## src/rtl/mux_pkg.sv

```systemverilog
// Shared definitions for the selector family: select-width helper, PC
// constants, the select encodings of the existing PC/Rd selectors, and the
// occupancy encoding of the skid buffer.
package mux_pkg;

  // Select width for an n-way selector, never narrower than one bit.
  function automatic int clog2_min1(input int n);
    return (n < 2) ? 1 : $clog2(n);
  endfunction

  localparam logic [31:0] PC_EXC_VECTOR   = 32'h0040_0004;
  localparam logic [31:0] PC_RESET_VECTOR = 32'h0040_0000;

  // Next-PC source select used by the fetch stage.
  typedef enum logic [2:0] {
    PC_SEL_PLUS4  = 3'd0,
    PC_SEL_BRANCH = 3'd1,
    PC_SEL_JUMP   = 3'd2,
    PC_SEL_JR     = 3'd3,
    PC_SEL_EPC    = 3'd4,
    PC_SEL_EXC    = 3'd5
  } pc_sel_e;

  // Destination register select used by decode/writeback.
  typedef enum logic [1:0] {
    RD_SEL_RT = 2'd0,
    RD_SEL_RD = 2'd1,
    RD_SEL_RA = 2'd2
  } rd_sel_e;

  // Skid buffer occupancy.
  typedef enum logic [1:0] {
    SKID_EMPTY = 2'd0,
    SKID_FULL1 = 2'd1,
    SKID_FULL2 = 2'd2
  } skid_state_e;

endpackage

```

## src/rtl/mux_skid_buf.sv

```systemverilog
// Generic 2-entry skid buffer with synchronous flush.
// Handshake: a word moves on an interface only in a cycle where valid and
// ready are both high; valid never depends on ready, and in_ready comes from
// registered state only, so there is no combinational path out_ready->in_ready.
// The occupancy FSM is visible on state_dbg.
module mux_skid_buf
  import mux_pkg::*;
#(
  parameter int            DW        = 33,
  parameter logic [DW-1:0] RESET_VAL = '0
) (
  input  logic          clk,
  input  logic          rst_n,
  input  logic          flush,
  input  logic [DW-1:0] in_data,
  input  logic          in_valid,
  output logic [DW-1:0] out_data,
  output logic          out_valid,
  input  logic          out_ready,
  output skid_state_e   state_dbg
);

  skid_state_e   state_q, state_d;
  logic [DW-1:0] main_q, skid_q;
  logic          accept, xfer;
  logic          load_main, load_skid, main_from_skid;

  assign accept    = in_valid & (state_q != SKID_FULL2);
  assign xfer      = out_valid & out_ready;
  assign out_valid = (state_q != SKID_EMPTY);
  assign out_data  = main_q;
  assign state_dbg = state_q;

  // Next occupancy and register load enables; flush wins over everything.
  always_comb begin
    state_d        = state_q;
    load_main      = 1'b0;
    load_skid      = 1'b0;
    main_from_skid = 1'b0;
    case (state_q)
      SKID_EMPTY: begin
        if (accept) begin
          state_d   = SKID_FULL1;
          load_main = 1'b1;
        end
      end
      SKID_FULL1: begin
        if (accept && !xfer) begin
          state_d   = SKID_FULL2;
          load_skid = 1'b1;
        end else if (accept && xfer) begin
          load_main = 1'b1;
        end else if (xfer) begin
          state_d = SKID_EMPTY;
        end
      end
      SKID_FULL2: begin
        if (xfer) begin
          state_d        = SKID_FULL1;
          main_from_skid = 1'b1;
        end
      end
      default: state_d = SKID_EMPTY;
    endcase
    if (flush) begin
      state_d        = SKID_EMPTY;
      load_main      = 1'b0;
      load_skid      = 1'b0;
      main_from_skid = 1'b0;
    end
  end

  // State and data registers; main holds its value while empty.
  always_ff @(posedge clk or negedge rst_n) begin
    if (!rst_n) begin
      state_q <= SKID_EMPTY;
      main_q  <= RESET_VAL;
      skid_q  <= RESET_VAL;
    end else begin
      state_q <= state_d;
      if (load_main)           main_q <= in_data;
      else if (main_from_skid) main_q <= skid_q;
      if (load_skid)           skid_q <= in_data;
    end
  end

endmodule

```

## src/rtl/mux_sel_pipe.sv

```systemverilog
// Registered N-way selector: combinational select with out-of-range detect,
// saturating error counter, and a skid buffer carrying {err, word}.
module mux_sel_pipe
  import mux_pkg::*;
#(
  parameter int               WIDTH       = 32,
  parameter int               NUM_IN      = 8,
  parameter int               SEL_W       = clog2_min1(NUM_IN),
  parameter logic [31:0]      DEFAULT_VAL = PC_EXC_VECTOR,
  parameter logic [WIDTH-1:0] RESET_VAL   = '0,
  parameter int               CNT_W       = 8
) (
  input  logic                    clk,
  input  logic                    rst_n,
  input  logic [NUM_IN*WIDTH-1:0] din,
  input  logic [SEL_W-1:0]        sel,
  input  logic                    in_valid,
  output logic                    in_ready,
  input  logic                    flush,
  output logic [WIDTH-1:0]        dout,
  output logic                    out_err,
  output logic                    out_valid,
  input  logic                    out_ready,
  output logic [CNT_W-1:0]        err_cnt
);

  localparam logic [WIDTH-1:0] DEF_WORD = WIDTH'(DEFAULT_VAL);

  logic [WIDTH-1:0] sel_word;
  logic             sel_err;
  logic             accept;
  logic [WIDTH:0]   buf_out;
  skid_state_e      buf_state;

  assign in_ready = (buf_state != SKID_FULL2);
  assign accept   = in_valid & in_ready;
  assign dout     = buf_out[WIDTH-1:0];
  assign out_err  = buf_out[WIDTH];

  // Select decode: any select value with no matching input is an error.
  always_comb begin
    sel_word = DEF_WORD;
    sel_err  = 1'b1;
    for (int k = 0; k < NUM_IN; k++) begin
      if (sel == SEL_W'(k)) begin
        sel_word = din[k*WIDTH +: WIDTH];
        sel_err  = 1'b0;
      end
    end
  end

  // Saturating count of accepted bad selects, including flushed ones.
  always_ff @(posedge clk or negedge rst_n) begin
    if (!rst_n) begin
      err_cnt <= '0;
    end else if (accept && sel_err && (err_cnt != {CNT_W{1'b1}})) begin
      err_cnt <= err_cnt + 1'b1;
    end
  end

  mux_skid_buf #(
    .DW        (WIDTH + 1),
    .RESET_VAL ({1'b0, RESET_VAL})
  ) u_buf (
    .clk       (clk),
    .rst_n     (rst_n),
    .flush     (flush),
    .in_data   ({sel_err, sel_word}),
    .in_valid  (in_valid),
    .out_data  (buf_out),
    .out_valid (out_valid),
    .out_ready (out_ready),
    .state_dbg (buf_state)
  );

endmodule

```

## config.mk

```make
export PLATFORM = sky130hd
export DESIGN_NAME = mux_sel_pipe
export DESIGN_NICKNAME = d
export VERILOG_FILES = /design/src/rtl/mux_pkg.sv /design/src/rtl/mux_skid_buf.sv /design/src/rtl/mux_sel_pipe.sv
export SDC_FILE = /design/constraint.sdc
export NUM_CORES = 1
export LEC_CHECK = 0
export BUFFER_PORTS_ARGS = -buffer_cell sky130_fd_sc_hd__buf_2
export CAP_MARGIN = 20
export CORE_AREA = 10 10 146 107
export CTS_BUF_LIST = sky130_fd_sc_hd__clkbuf_16
export DETAILED_ROUTE_END_ITERATION = 6
export DIE_AREA = 0 0 156 117
export HOLD_SLACK_MARGIN = 0.1
export PLACE_DENSITY = 0.82
export RECOVER_POWER = 50
export SLEW_MARGIN = 20
export SYNTH_ARGS = -nofsm -noshare
export SYNTH_HDL_FRONTEND = slang
export SYNTH_SLANG_ARGS = --single-unit
```

## constraint.sdc

```tcl
create_clock -name clk -period 2.3 [get_ports clk]
set_input_delay 0.115 -clock clk [delete_from_list [all_inputs] [get_ports clk]]
set_output_delay 0.115 -clock clk [all_outputs]
set_load 0.03 [all_outputs]
```

Yosys cells after proc, flatten, opt, wreduce, memory -nomap -nowiden --
Cells that the tools add are included.
Word-level totals: output and inout bits 43, bits in latches 0, logic and storage cells 68, bits in registers 76, memory bits (writable) 0, memory bits (read-only) 0, memories 0
Cells by class: $lt $le $gt $ge 0, add/subtract/negate cells 1, div/mod/pow operators 0, eq/ne operators 15, $mul 0, mux-type cells 36, reductions and logical operators 10, shift-type cells 0, bitwise operators 2
Operators with widths (number):
- 32-bit two-way mux | 8
- 33-bit two-way mux | 2
- 1-bit two-way mux | 18
- 3-bit equality test (second input constant) | 4
- 2-bit two-way mux | 6
- 8-bit by 1-bit adder with 8-bit output (second input constant) | 1
- 8-bit != test (second input constant) | 1
- 3-bit by 2-bit equality test with 1-bit output (second input constant) | 2
- 2-bit case mux with 3 select lines | 1
- 1-bit logical AND | 4
- 4-bit by 2-bit != test with 1-bit output (second input constant) | 1
- 4-bit by 3-bit != test with 1-bit output (second input constant) | 1
- 4-bit AND reduction | 1
- 2-bit nonzero test | 2
- 3-bit by 1-bit equality test with 1-bit output (second input constant) | 1
- 3-bit logical NOT | 1
- 3-bit by 2-bit != test with 1-bit output (second input constant) | 1
- 3-bit != test (second input constant) | 1
- 1-bit AND | 2
- 2-bit by 1-bit equality test with 1-bit output (second input constant) | 1
- 2-bit equality test (second input constant) | 1
- 2-bit logical NOT | 1
- 2-bit != test (second input constant) | 1
- 1-bit case mux with 2 select lines | 1
- 1-bit logical NOT | 1

Depth between registers and ports, before layout --
depth after elaboration 11, mapped depth 8, depth with buffers taken out 5

By module --
Synthesis repeated with hierarchy kept, for this count alone.
Second synthesis, totals: cells, all modules 483, area, all modules 5296.3 um2
Modules (own cells, without submodules):
- mux_skid_buf | instances 1, seq. area each 1701.6 um2, cells each 197, area each 2967.8 um2
- mux_sel_pipe | instances 1, seq. area each 200.2 um2, cells each 286, area each 2328.5 um2

Worst setup path before layout --
No wires, ideal clock.
path type reg2reg, start point reg u_buf.state_q[0], in the netlist u_buf.state_dbg[0], end point reg u_buf.main_q[32], in the netlist u_buf.out_data[32], arrival 1.698 ns, period minus slack after synthesis 1.830 ns, slack 0.470 ns, cell stages (with the launch flop) 7, library setup time 0.132 ns, path through dfrtp_1 nand2b_1 nor3_4 buf_4 buf_2 mux2i_1 nor2_1
Between the ends: longest elaborated chain between the ends 8, elaborated cells on any way between the ends 20, classes of those cells eq/ne (3); mux (9); bitwise (2); reduce/logical (6)
Ends and longest elaborated chain:
- start: declaration | line mux_skid_buf.sv:23 | skid_state_e state_q, state_d;
- start signal: assignment | line mux_skid_buf.sv:80 | state_q <= state_d;
- 2-bit != test *
- net in_ready | line mux_sel_pipe.sv:18 | output logic in_ready,
- 1-bit AND * | line mux_skid_buf.sv:28 | assign accept = in_valid & (state_q != SKID_FULL2);
- 1-bit logical AND | line mux_skid_buf.sv:51 | end else if (accept && xfer) begin
- 1-bit two-way mux | line mux_skid_buf.sv:51
- 1-bit two-way mux | line mux_skid_buf.sv:48 | if (accept && !xfer) begin
- 1-bit case mux with 2 select lines * | line mux_skid_buf.sv:40 | case (state_q)
- 1-bit two-way mux * | line mux_skid_buf.sv:65 | if (flush) begin
- 33-bit two-way mux or 2-bit nonzero test (tied branches)
- end signal: assignment | line mux_skid_buf.sv:81 | if (load_main) main_q <= in_data;
- end signal: assignment | line mux_skid_buf.sv:82 | else if (main_from_skid) main_q <= skid_q;
- end: declaration | line mux_skid_buf.sv:24 | logic [DW-1:0] main_q, skid_q;
Mark *: on every way through the listed nets, which the timed path passes. The rest lies on a longest branch. A chain may end at the register's enable or synchronous reset.

Final worst setup path --
start point in flush, end point reg u_buf.skid_q[19]
Between the ends: longest elaborated chain between the ends 1
Ends and longest elaborated chain:
- start: declaration | line mux_sel_pipe.sv:19 | input logic flush,
- 1-bit two-way mux | line mux_skid_buf.sv:65
- end signal: assignment | line mux_skid_buf.sv:83 | if (load_skid) skid_q <= in_data;
- end: declaration | line mux_skid_buf.sv:24
No other way between the ends.

==> results.json <==
{
  "status": "complete, no violations",
  "min_from": "din[229]",
  "syn_area_mm2": 0.00592,
  "io_buffers": 306,
  "critPathMaxStageDelay_ns": 0.53,
  "synth-simple-area-share_pct": 12.7,
  "first_pass_iters": 5,
  "layoutNonFillerInstCount": 1062,
  "syn_nets": 872,
  "synthFlopType": "dfrtp_1",
  "area_growth_pct": 31.6,
  "synth_top_area_cell": "dfrtp_1",
  "fin_crit_sh_pct": 78.7,
  "antenna_found_initial": 4,
  "cap_violations": 0,
  "rsz0062_at_grt": "no",
  "ys_types": 50,
  "final_nets": 1152,
  "finalWirelength_mm": 21.8,
  "async_flop_share_pct": 100,
  "dp_cells": 1039,
  "gp_congestion": 0.928,
  "final_max_slew_viol_count": 0,
  "grt_pass1_vias": 6114,
  "cp_slowest_cell": "dlygate4sd3_1",
  "fmax_mhz": 553,
  "path_cells": "dlygate4sd3_1, buf_2, or3b_1, nor2_2, buf_4, mux2_2",
  "synth-compound-area-share_pct": 27.4,
  "clock_latency_ns": 0.32,
  "setup_viol": 0,
  "hold_path_class": "in2reg",
  "finalHoldViolCount": 0,
  "netlist_top_cells_count": "dfrtp_1, mux2i_1, o21ai_1, nor2_1, nand2_1",
  "cts_root_buf": "clkbuf_16",
  "busiest_layer": "met2",
  "use_met1_pct": 31.6,
  "chipWidth_um": 156,
  "synth_top_family_by_area": "compound AO/OA/AOI/OAI gates",
  "clk_pin_slew_worst_paths_ns": 0.06,
  "synthTopCellsByArea": "dfrtp_1, mux2i_1, mux4_2",
  "setup.worst_path.start": "flush",
  "synth_xor_area_share_pct": 0.148,
  "min_period_ns": 1.81,
  "worst_pin_slew_ns": 0.976,
  "use_met2_pct": 35.2,
  "end_kind": "flop",
  "clock_sinks": 76,
  "syn_area_per_cell_um2": 9.73,
  "synth-seq-cells": 76,
  "cp_data_required_time_ns": 2.50,
  "drive_gt1_share_pct": 42.2,
  "grt_max_degree": 89,
  "finalSetupTns_ns": 0,
  "critPathArrivalTime_ns": 2.01,
  "chipHeight_um": 117,
  "critPathKind": "in2reg",
  "finalInstanceArea_mm2": 0.00779,
  "reg2reg_depth": 4,
  "ant_nets": 0,
  "viasPerCell": 5.63,
  "synth_edf_count": 0,
  "core_mm2": 0.0129,
  "dpl.hpwl_mm": 17.9,
  "ys_warn_count": 0,
  "cp-start-kind": "input port",
  "leakage_nw": 3.65,
  "post-route-drc-count": 0,
  "fin_worst_skew_ns": 0.00520,
  "vdd_drop_max_mv": 0.396,
  "synthMuxAreaShare_pct": 20.9,
  "utilization_pct": 60.3,
  "synth-adder-area-share_pct": 0,
  "slew_headroom_pct": 35.0,
  "syn-instance-count": 608,
  "wire_per_inst_um": 20.5,
  "drt_iter0_markers": 576,
  "grt_usage_pct": 22.9,
  "num_rows": 35,
  "vias": 5977,
  "clockBufferDepth": 2,
  "initial_core_util_pct": 45.8,
  "cts_setup_buffers": 0,
  "place_area_mm2": 0.00751,
  "grtUsageMet3_pct": 6.21,
  "grt_pass1_wl_mm": 33.4,
  "synth-seq-area-share_pct": 32.1,
  "netlist.area_leader.share_pct": 32.1,
  "rr_startpoint": "u_buf.state_dbg[1]",
  "cts_buffers": 9,
  "powerDensity_mw_per_mm2": 621,
  "h-tree-depth": 3,
  "yosysMostFrequentCell": "dfrtp_1",
  "holdPathStages": 4,
  "ios": 307,
  "cts_tree": "done",
  "gr-total-overflow": 0,
  "dieArea_mm2": 0.0183,
  "crit_fanout": 24
}
## cells in the final DEF (no fill, tap or decap), drive strengths merged, types with 16 or more instances in the layout
cell type  count
o21ai         56
a21oi         26
clkbuf        51
a21o          16
mux4          20
a221oi        17
buf          285
mux2          20
o221a         16
mux2i         56
nand3         16
nand2         37
nor2          40
a211oi        18
o21a          19
nand2b        26
dfrtp         76
## worst max-delay path: cells and delay by family
family        cells  cell delay (ns)
mux               1             0.38
simple gates      2             0.51
buf+inv           3             0.99
## logic make-up (layout without fill, tap and decap cells)
kind of cell	count (synthesis)	after routing
AO/OA/AOI/OAI	214	214
multiplexers	96	96
AND/OR/NAND/NOR	151	151
buffers and inverters	70	355
XOR/XNOR	1	1
other	0	3
flip-flops	76	76
## flip-flops by register name (all words and copies together), names as in the netlist
| signal | count |
|---|---|
| err_cnt | 8 |
| u_buf.state_dbg | 2 |
| u_buf.out_data | 33 |
| u_buf.skid_q | 33 |
## final cells by class
cell class | instances | area, µm²
Sequential cell | 76 | 1900
Multi-Input combinational cell | 462 | 3630
Tap cell | 166 | 208
Fill cell | 1147 | 5130
Clock inverter | 7 | 58.8
Timing Repair Buffer | 331 | 1730
Clock buffer | 9 | 225
Antenna cell | 3 | 7.51
Inverter | 8 | 30.0
## report_power, final
part           switching (W)  total, W  internal [W]
Sequential          0.000170   0.00180       0.00164
Clock               0.000499   0.00132      0.000823
Combinational       0.000971   0.00171      0.000740
Total                0.00164   0.00484       0.00320
## final timing paths
check                                     end  slack (ns)
setup / recovery             u_buf.skid_q[19]        0.49
hold / removal                u_buf.skid_q[5]        0.21
setup reg to reg             u_buf.skid_q[19]        0.53
hold reg to reg                    err_cnt[1]        0.37
max in group asynchronous          err_cnt[1]        1.17
min in group asynchronous  u_buf.out_data[32]        0.47
## per-stage QoR
| step | worst slack (ns) | power, W | hold slack, ns |
|---|---|---|---|
| after detailed placement | 0.523 | 0.00356 | 0.323 |
| after floorplan | 0.470 | 0.00290 | -0.181 |
| after global placement | 0.538 | 0.00351 | 0.313 |
| final | 0.491 | 0.00484 | 0.207 |
| after CTS | 0.496 | 0.00491 | 0.193 |
| after global routing | 0.350 | 0.00513 | 0.219 |
## layer usage
metal / vias up / part of all wire, %
li1: 2884 / -
met3: 12 / 7.6
met5: - / 0.060
met2: 256 / 46
met4: 2 / 0.84
met1: 2823 / 45
## what timing repair did
item | CTS | global route
gates resized for setup | 0 | 0
endpoints found under the hold margin | 78 | 0
hold buffers | 4 | 0
Note: power is estimated with default switching activity, not from simulation.
